$ cat config.mk
export PLATFORM = sky130hd
export DESIGN_NAME = right_shift_register_array_controller
export DESIGN_NICKNAME = d
export VERILOG_FILES = /design/src/rtl/right_shift_register_array_controller.sv
export SDC_FILE = /design/constraint.sdc
export NUM_CORES = 1
export LEC_CHECK = 0
export BUFFER_PORTS_ARGS = -buffer_cell sky130_fd_sc_hd__buf_2
export CAP_MARGIN = 10
export CORE_MARGIN = 2
export CORE_UTILIZATION = 40
export CTS_CLUSTER_DIAMETER = 100
export DETAILED_ROUTE_END_ITERATION = 10
export PLACE_DENSITY_LB_ADDON = 0.08
export SLEW_MARGIN = 5
export SYNTH_ARGS = -nofsm -noshare
export SYNTH_HDL_FRONTEND = slang
export SYNTH_SLANG_ARGS = --single-unit
$ cat constraint.sdc
create_clock -name clk -period 2.9 [get_ports clk]
set_input_delay 0.29 -clock clk [delete_from_list [all_inputs] [get_ports clk]]
set_output_delay 0.29 -clock clk [all_outputs]
set_load 0.05 [all_outputs]
$ cat src/rtl/right_shift_register_array_controller.sv
// Valid/ready controller for an external right_shift_register_array delay line.
// Tracks live stages with a tag vector, gates the array enable and drains the line on flush.
module right_shift_register_array_controller #(
  parameter int BIT_WIDTH = 8,
  parameter int DEPTH     = 8
) (
  input  logic                         clk,
  input  logic                         reset,
  input  logic                         in_valid,
  output logic                         in_ready,
  input  logic [BIT_WIDTH-1:0]         in_data,
  output logic                         out_valid,
  input  logic                         out_ready,
  output logic [BIT_WIDTH-1:0]         out_data,
  input  logic                         flush,
  output logic                         flush_done,
  output logic [$clog2(DEPTH+1)-1:0]   occupancy,
  output logic                         shift_enable,
  output logic [BIT_WIDTH-1:0]         array_in,
  input  logic [BIT_WIDTH-1:0]         array_out
);

  localparam int OW = $clog2(DEPTH+1);

  typedef enum logic [1:0] {
    IDLE  = 2'd0,
    RUN   = 2'd1,
    FLUSH = 2'd2
  } state_t;

  state_t          state;
  logic [DEPTH-1:0] tag;
  logic            stall;
  logic            push;
  logic            pop;
  logic [OW-1:0]   occ_next;

  // Head of the line is the last tag; a live head that is not taken blocks every shift.
  assign out_valid    = tag[DEPTH-1];
  assign out_data     = array_out;
  assign stall        = tag[DEPTH-1] & ~out_ready;
  assign in_ready     = ~stall & (state != FLUSH) & ~reset;
  assign push         = in_valid & in_ready;
  assign pop          = out_valid & out_ready;
  assign shift_enable = (push | ((state == FLUSH) & ~stall)) & ~reset;
  assign array_in     = push ? in_data : '0;
  assign occ_next     = occupancy + OW'(push) - OW'(pop);

  // A pop without a shift only retires the head tag; the stale array word stays hidden.
  always_ff @(posedge clk or posedge reset) begin
    if (reset) begin
      tag        <= '0;
      occupancy  <= '0;
      state      <= IDLE;
      flush_done <= 1'b0;
    end else begin
      flush_done <= 1'b0;
      occupancy  <= occ_next;
      if (shift_enable) begin
        tag <= {tag[DEPTH-2:0], push};
      end else if (pop) begin
        tag[DEPTH-1] <= 1'b0;
      end
      case (state)
        IDLE: begin
          if (push) state <= RUN;
        end
        RUN: begin
          if (flush) begin
            state <= FLUSH;
          end else if (occ_next == '0) begin
            state <= IDLE;
          end
        end
        FLUSH: begin
          if (occ_next == '0) begin
            state      <= IDLE;
            flush_done <= 1'b1;
          end
        end
        default: state <= IDLE;
      endcase
    end
  end

endmodule

==> metrics.md, run 1 <==
| Metric | Value |
|---|---|
| Clock input transition at the sequential cells of the worst setup and hold paths | 0.10 ns |
| Reg-to-reg setup timing slack | 0.38 ns |
| Total detailed-routing wirelength | 1479 um |
| Max Buffers Root-to-Sink | 2 |
| Placeable core area | 2002 um2 |
| Critical path start-end classification | flip-flop to flip-flop |
| Net count after synthesis | 102 |
| Post-detailed-placement half-perimeter wirelength | 1156 um |
| Mapped cell area | 865.8 um2 |
| Final TNS setup | 0 ns |
| Longest individual stage delay on the worst path | 0.45 ns |
| Top-level I/O count | 45 |
| Min cycle time layout | 2.524 ns |
| Synth top area share | 43.35% |
| Share of flip-flops with an asynchronous set or reset after synthesis | 100.0% |
| Die outline area | 2553 um2 |
| Buffers and inverters on the worst path | 2 |
| Sequential element share of the synthesized area | 43.35% |
| Die Span Y | 50.53 um |
| Cell at the root of the clock tree | sky130_fd_sc_hd__clkbuf_4 |
| Max capacitance violation total | 0 |
| Dominant cell type by area after synthesis | sky130_fd_sc_hd__dfrtp_1 |
| Grt ovf | 0 |
| Worst-Skew Late Latency | 0.29 ns |
| Seq. cell area | 376.6 um2 |
| Post CTS Setup Buffer Count | 0 |
| TritonCTS clock tree | built |
| Hold-fix buffer count after cts | 0 |
| Post-synth EDFFs | 0 |
| Measured slew at the worst slew-check pin | 0.5791 ns |
| Final design utilization | 50.38% |
| Number of slew-limit violations in the final report | 0 |
| Power density cells | 1120 nW/um2 |
| Setup violation total in the final timing report | 0 |
| Num Clock Sinks | 15 |
| P&R area growth vs syn | 16.47% |
| Count of instances resized after the clock tree is built | 0 |
| Setup crit start kind | flip-flop |
| Total leakage power | 0.5495 nW |
| Critical path data required time | 3.07 ns |
| Vias per std cell | 4.778 |
| DRC viols | 0 |
| Run status | finished clean |
| Cell family with the largest share of critical-path delay | adder cells |
| ANT nets after route | 0 |
| Setup repair after global routing missed its margin | no |
| Initial core utilization | 43.25% |
| Max rail drop VDD | 0.4767 mV |
| Number of inserted filler cells in the final layout | 191 |
| Port Buffer Count | 28 |
| Minimum setup slack after placement | 0.3714 ns |
| Row cnt | 16 |
| Final clock period utilization by the worst path | 87.02% |
| Post-synthesis sequential element count | 15 |
| Number of cells on the worst reg-to-reg path | 11 |
| Top cells by area in the synthesized netlist | sky130_fd_sc_hd__dfrtp_1, sky130_fd_sc_hd__mux2_4, sky130_fd_sc_hd__buf_4 |
| Number of distinct library cell variants in the gate-level netlist after synthesis | 26 |
| Instance count on the critical path | 11 |
| Cell at the slowest stage of the critical path | sky130_fd_sc_hd__fa_2 |
| Net count reported at finish | 126 |
| Via Count | 602 |
| Maximum frequency from static timing analysis | 396.3 MHz |
| DRT iter0 DRCs | 1 |
| Most frequent cell on the critical path | sky130_fd_sc_hd__inv_1 |
| Initial antenna violation count | 0 |
| Slew HR | 61.35% |
| Gp weighted congestion | 0.6836 |
| Tightest Hold Check Type | input pin to async pin |
| Wire length of the first global-routing pass | 2532 um |
| Post-Synthesis Mean Instance Area | 11.39 um2 |
| Horizontal die dimension | 50.53 um |
| Most instantiated library cell after synthesis | sky130_fd_sc_hd__dfrtp_1 |
| GRT Util Overall | 13.39% |
| Number of warnings reported in the yosys synthesis log | 0 |
| Initial DRT Pass Iterations | 2 |
| Largest net degree at the start of global routing | 16 |
| Total inserted antenna cells | 0 |
| Predominant post-synthesis flop cell | sky130_fd_sc_hd__dfrtp_1 |
| Crit path DAT | 2.70 ns |
| Slack of the critical path | 0.3765 ns |
| Fin. Hold Viols | 0 |
| Commonest cells in the synthesized netlist | sky130_fd_sc_hd__dfrtp_1, sky130_fd_sc_hd__and3_1, sky130_fd_sc_hd__buf_4, sky130_fd_sc_hd__inv_1, sky130_fd_sc_hd__mux2_4 |
| Largest fanout on the critical path | 3 |
| Setup crit end kind | flip-flop |
| Routed wire length per instance | 11.74 um |
| Setup skew after layout | 0.01068 ns |
| Clock buffers created by TritonCTS | 3 |
| Ordered cell list for the critical path | nor2b_4 > nor3_4 > and2_1 > inv_1 > ha_1 > inv_1 > ha_2 > fa_2 > nor3_1 > o21ai_1 > a32o_1 |
| Count of mapped cells out of synthesis | 76 |
| Combined area of the multi-input logic cells | 394.1 um2 |
| Vias in the first global route | 595 |
| Proportion of layout cells with a drive suffix above 1 | 45.45% |
| Max H-tree Level | 1 |
==> cells by family (layout without fill, tap and decap cells) <==
family	after synthesis	after routing	share of synthesized area, %
AND/OR/NAND/NOR	23	23	17.92
XOR/XNOR	2	2	2.023
AO/OA/AOI/OAI	8	8	6.504
adder cells (fa/ha/maj)	5	5	8.093
multiplexers	6	6	10.41
flip-flops	15	15	43.35
buffers and inverters	17	40	11.71
==> routing by layer <==
layer / global-route usage (%) / wire length [um] / vias to the layer above
li1: - / - / 297
met1: 15.75 / 607 / 272
met2: 21.49 / 713 / 27
met3: 2.976 / 136 / 6
met4: 9.459 / 23 / 0
met5: 0 / 0 / -
==> final timing paths <==
| path | from | to |
|---|---|---|
| min in group clk | flush | state[1] |
| max in group asynchronous | reset | tag[7] |
| setup / recovery | tag[7] | state[0] |
| hold / removal | reset | tag[6] |
| setup reg to reg | tag[7] | state[0] |
| hold reg to reg | tag[6] | tag[7] |
==> registers in the layout, summed over array words and instances, names as in the netlist <==
signal,flops
state,2
flush_done,1
tag,8
occupancy,4
==> cell type report <==
cell class              instances  area share, %
inverters                       7          2.605
clock inverters                 1         0.7444
repair buffers                 29          14.64
flip-flops and latches         15          37.34
clock buffers                   3          2.233
multi-input cells              44          39.08
well taps                      27          3.350
==> worst register-to-register path, stage by stage, from the launching register on <==
cell and delay [ns]:
sky130_fd_sc_hd__dfrtp_2 0.41, sky130_fd_sc_hd__nor2b_4 0.14, sky130_fd_sc_hd__nor3_4 0.17, sky130_fd_sc_hd__and2_1 0.15, sky130_fd_sc_hd__inv_1 0.04, sky130_fd_sc_hd__ha_1 0.26
sky130_fd_sc_hd__inv_1 0.06, sky130_fd_sc_hd__ha_2 0.18, sky130_fd_sc_hd__fa_2 0.45, sky130_fd_sc_hd__nor3_1 0.18, sky130_fd_sc_hd__o21ai_1 0.14, sky130_fd_sc_hd__a32o_1 0.23
==> stage by stage <==
step                      hold slack, ns  std cells  area (um2)  power, mW
after CTS                         0.1010        126        1008      1.148
final                            0.08516        126        1008      1.130
after global routing              0.1130        126        1008      1.224
after floorplan                   0.1914         76       872.1     0.9134
after detailed placement          0.4314        122       978.4      1.015
after global placement            0.4238        122       978.4      1.005
==> where the power goes <==
group / internal, mW / switching [mW] / total [mW]
combinational: 0.247 / 0.385 / 0.632
clock: 0.0524 / 0.0702 / 0.123
sequential: 0.309 / 0.0659 / 0.375
total: 0.608 / 0.522 / 1.13
==> placed cells by master (no fill, tap or decap), drive strengths merged <==
master and instances:
o21bai 1, clkinvlp 1, nand2b 1, o21a 1, a21oi 2, and3 9
nand3 1, o2bb2ai 1, dfrtp 15, inv 7, nand2 1, xor2 2
clkbuf 3, a32o 1, o21ai 1, nor2 4, and2 2, nor3 2
buf 29, mux2 6, nor3b 1, ha 4, a21o 1, nor2b 2
fa 1
No activity file was read; power rests on OpenSTA's default activity.
==> inputs of run 2 (changes only) <==
--- a/config.mk
+++ b/config.mk
@@ -8,7 +8,7 @@
 export BUFFER_PORTS_ARGS = -buffer_cell sky130_fd_sc_hd__buf_2
 export CAP_MARGIN = 10
 export CORE_MARGIN = 2
-export CORE_UTILIZATION = 40
+export CORE_UTILIZATION = 44
 export CTS_CLUSTER_DIAMETER = 100
 export DETAILED_ROUTE_END_ITERATION = 10
 export PLACE_DENSITY_LB_ADDON = 0.08
==> run 2 against run 1 <==
Die area down 8.4%. Cell count unchanged. Register-to-register slack improved by 0.03 ns. Flip-flop and latch count is the same. Worst setup slack better by 0.029 ns. Non-clock buffer count unchanged. Core utilization rose by 2.5 points. Critical path type unchanged. Power is 1.1% lower. Hold slack better by 0.023 ns. Clock-buffer cell count rose by 1. Wire length fell by 2.4%. Cell area is 0.37% lower.
==> metrics.md, run 2 (same netlist as run 1, synthesis figures left out) <==
| Metric | Value |
|---|---|
| Grt ovf | 0 |
| P&R area growth vs syn | 16.04% |
| Measured slew at the worst slew-check pin | 0.5995 ns |
| Crit path DAT | 2.66 ns |
| Most common cell after layout, fill and taps aside | sky130_fd_sc_hd__buf_2 |
| Routed wire length per instance | 11.46 um |
| Proportion of layout cells with a drive suffix above 1 | 44.44% |
| Number of slew-limit violations in the final report | 0 |
| Fin. Hold Viols | 0 |
| Placeable core area | 1902 um2 |
| Hold-fix buffer count after cts | 0 |
| Setup crit start kind | flip-flop |
| Cell at the root of the clock tree | sky130_fd_sc_hd__clkbuf_4 |
| Die outline area | 2339 um2 |
| Final TNS setup | 0 ns |
| Initial antenna violation count | 0 |
| Post CTS Setup Buffer Count | 0 |
| Setup crit end kind | flip-flop |
| Critical path data required time | 3.07 ns |
| Clock buffers created by TritonCTS | 3 |
| Largest fanout on the critical path | 3 |
| Maximum frequency from static timing analysis | 400.9 MHz |
| Net count reported at finish | 126 |
| Count of instances resized after the clock tree is built | 0 |
| Final clock period utilization by the worst path | 86.01% |
| Wire length of the first global-routing pass | 2559 um |
| Horizontal die dimension | 48.36 um |
| GRT Util Overall | 14.06% |
| Biggest registers after layout | tag: 8 flops, occupancy: 4 flops, state: 2 flops |
| Total leakage power | 0.5506 nW |
| Vias in the first global route | 615 |
| Vias per std cell | 4.889 |
| Setup repair after global routing missed its margin | no |
| Port Buffer Count | 28 |
| Total detailed-routing wirelength | 1444 um |
| Num Clock Sinks | 15 |
| Gp weighted congestion | 0.7540 |
| Top-level I/O count | 45 |
| Post-route insts no fill | 126 |
| Row cnt | 16 |
| Max rail drop VDD | 0.4290 mV |
| Largest net degree at the start of global routing | 16 |
| TritonCTS clock tree | built |
| Die Span Y | 48.36 um |
| Cell Count Post-Placement | 122 |
| Total inserted antenna cells | 0 |
| ANT nets after route | 0 |
| Critical path start-end classification | flip-flop to flip-flop |
| Run status | finished clean |
| Most flop-heavy register | tag |
| DRT iter0 DRCs | 4 |
| Max Buffers Root-to-Sink | 2 |
| RR Startpoint | tag[7] |
| Launching element of the worst setup path | tag[7] |
| Initial core utilization | 45.53% |
| Number of inserted filler cells in the final layout | 188 |
| Max H-tree Level | 1 |
| Max capacitance violation total | 0 |
| Via Count | 616 |
| Initial DRT Pass Iterations | 4 |
| Min cycle time layout | 2.494 ns |
| DRC viols | 0 |
| Tightest Hold Check Type | input pin to async pin |
| Clock input transition at the sequential cells of the worst setup and hold paths | 0.09 ns |
| Worst-Skew Late Latency | 0.27 ns |
| Number of flip-flops in the largest register | 8 |
| Post-route cell area | 1005 um2 |
| Setup violation total in the final timing report | 0 |
| Total placed instance area | 978.4 um2 |
| Setup skew after layout | 0.0004371 ns |
| Power density cells | 1112 nW/um2 |
| Slew HR | 59.99% |
| Highest-count cells in the layout ignoring fill and taps | sky130_fd_sc_hd__buf_2, sky130_fd_sc_hd__dfrtp_1, sky130_fd_sc_hd__and3_1, sky130_fd_sc_hd__inv_1, sky130_fd_sc_hd__mux2_4 |
| Post-detailed-placement half-perimeter wirelength | 1134 um |
[run 2: path summary, 6_finish.rpt]
| check | slack (ns) | to | cells past startpoint |
|---|---|---|---|
| min in group clk | 0.27 | state[1] | 3 |
| hold / removal | 0.11 | state[0] | 2 |
| setup reg to reg | 0.41 | state[0] | 11 |
| max in group asynchronous | 2.37 | tag[7] | 2 |
| setup / recovery | 0.41 | state[0] | 11 |
| hold reg to reg | 0.50 | tag[7] | 1 |
[run 2: power by group]
group	internal (mW)	total (mW)	switching (mW)
Combinational	0.245	0.624	0.379
Sequential	0.309	0.376	0.0669
Clock	0.0533	0.117	0.0633
Total	0.608	1.12	0.509
[run 2: area by class of cell]
class,count,area [um2],share of cell area [%]
repair buffers,29,147.6,14.69
clock buffers,4,26.28,2.615
inverters,7,26.28,2.615
flip-flops and latches,15,376.6,37.48
multi-input cells,44,394.1,39.23
well taps,27,33.78,3.362
[run 2: metal layers]
metal | vias to the layer above | share of wire, % | track usage [%]
li1 | 293 | - | -
met1 | 290 | 45 | 17.24
met2 | 29 | 46 | 22.69
met3 | 4 | 8.1 | 3.704
met4 | 0 | 1.2 | 7.619
met5 | - | 0 | 0
[run 2: worst max-delay path, cell delays in order, from the launching register on]
cell and delay, ns:
sky130_fd_sc_hd__dfrtp_2 0.41, sky130_fd_sc_hd__nor2b_4 0.14, sky130_fd_sc_hd__nor3_4 0.18, sky130_fd_sc_hd__and2_1 0.16, sky130_fd_sc_hd__inv_1 0.04, sky130_fd_sc_hd__ha_1 0.26, sky130_fd_sc_hd__inv_1 0.06, sky130_fd_sc_hd__ha_2 0.18
sky130_fd_sc_hd__fa_2 0.44, sky130_fd_sc_hd__nor3_1 0.17, sky130_fd_sc_hd__o21ai_1 0.13, sky130_fd_sc_hd__a32o_1 0.23
[run 2: per-stage QoR]
stage | hold slack [ns] | util [%] | setup slack [ns] | power [mW]
floorplan | 0.1914 | - | -0.1201 | 0.9134
global placement | 0.4255 | 51.45 | 0.4080 | 0.9994
detailed placement | 0.4266 | 51.45 | 0.3898 | 1.012
CTS | 0.1197 | 52.83 | 0.3742 | 1.132
global route | 0.1556 | 52.83 | 0.2314 | 1.214
finish | 0.1077 | 52.83 | 0.4057 | 1.117
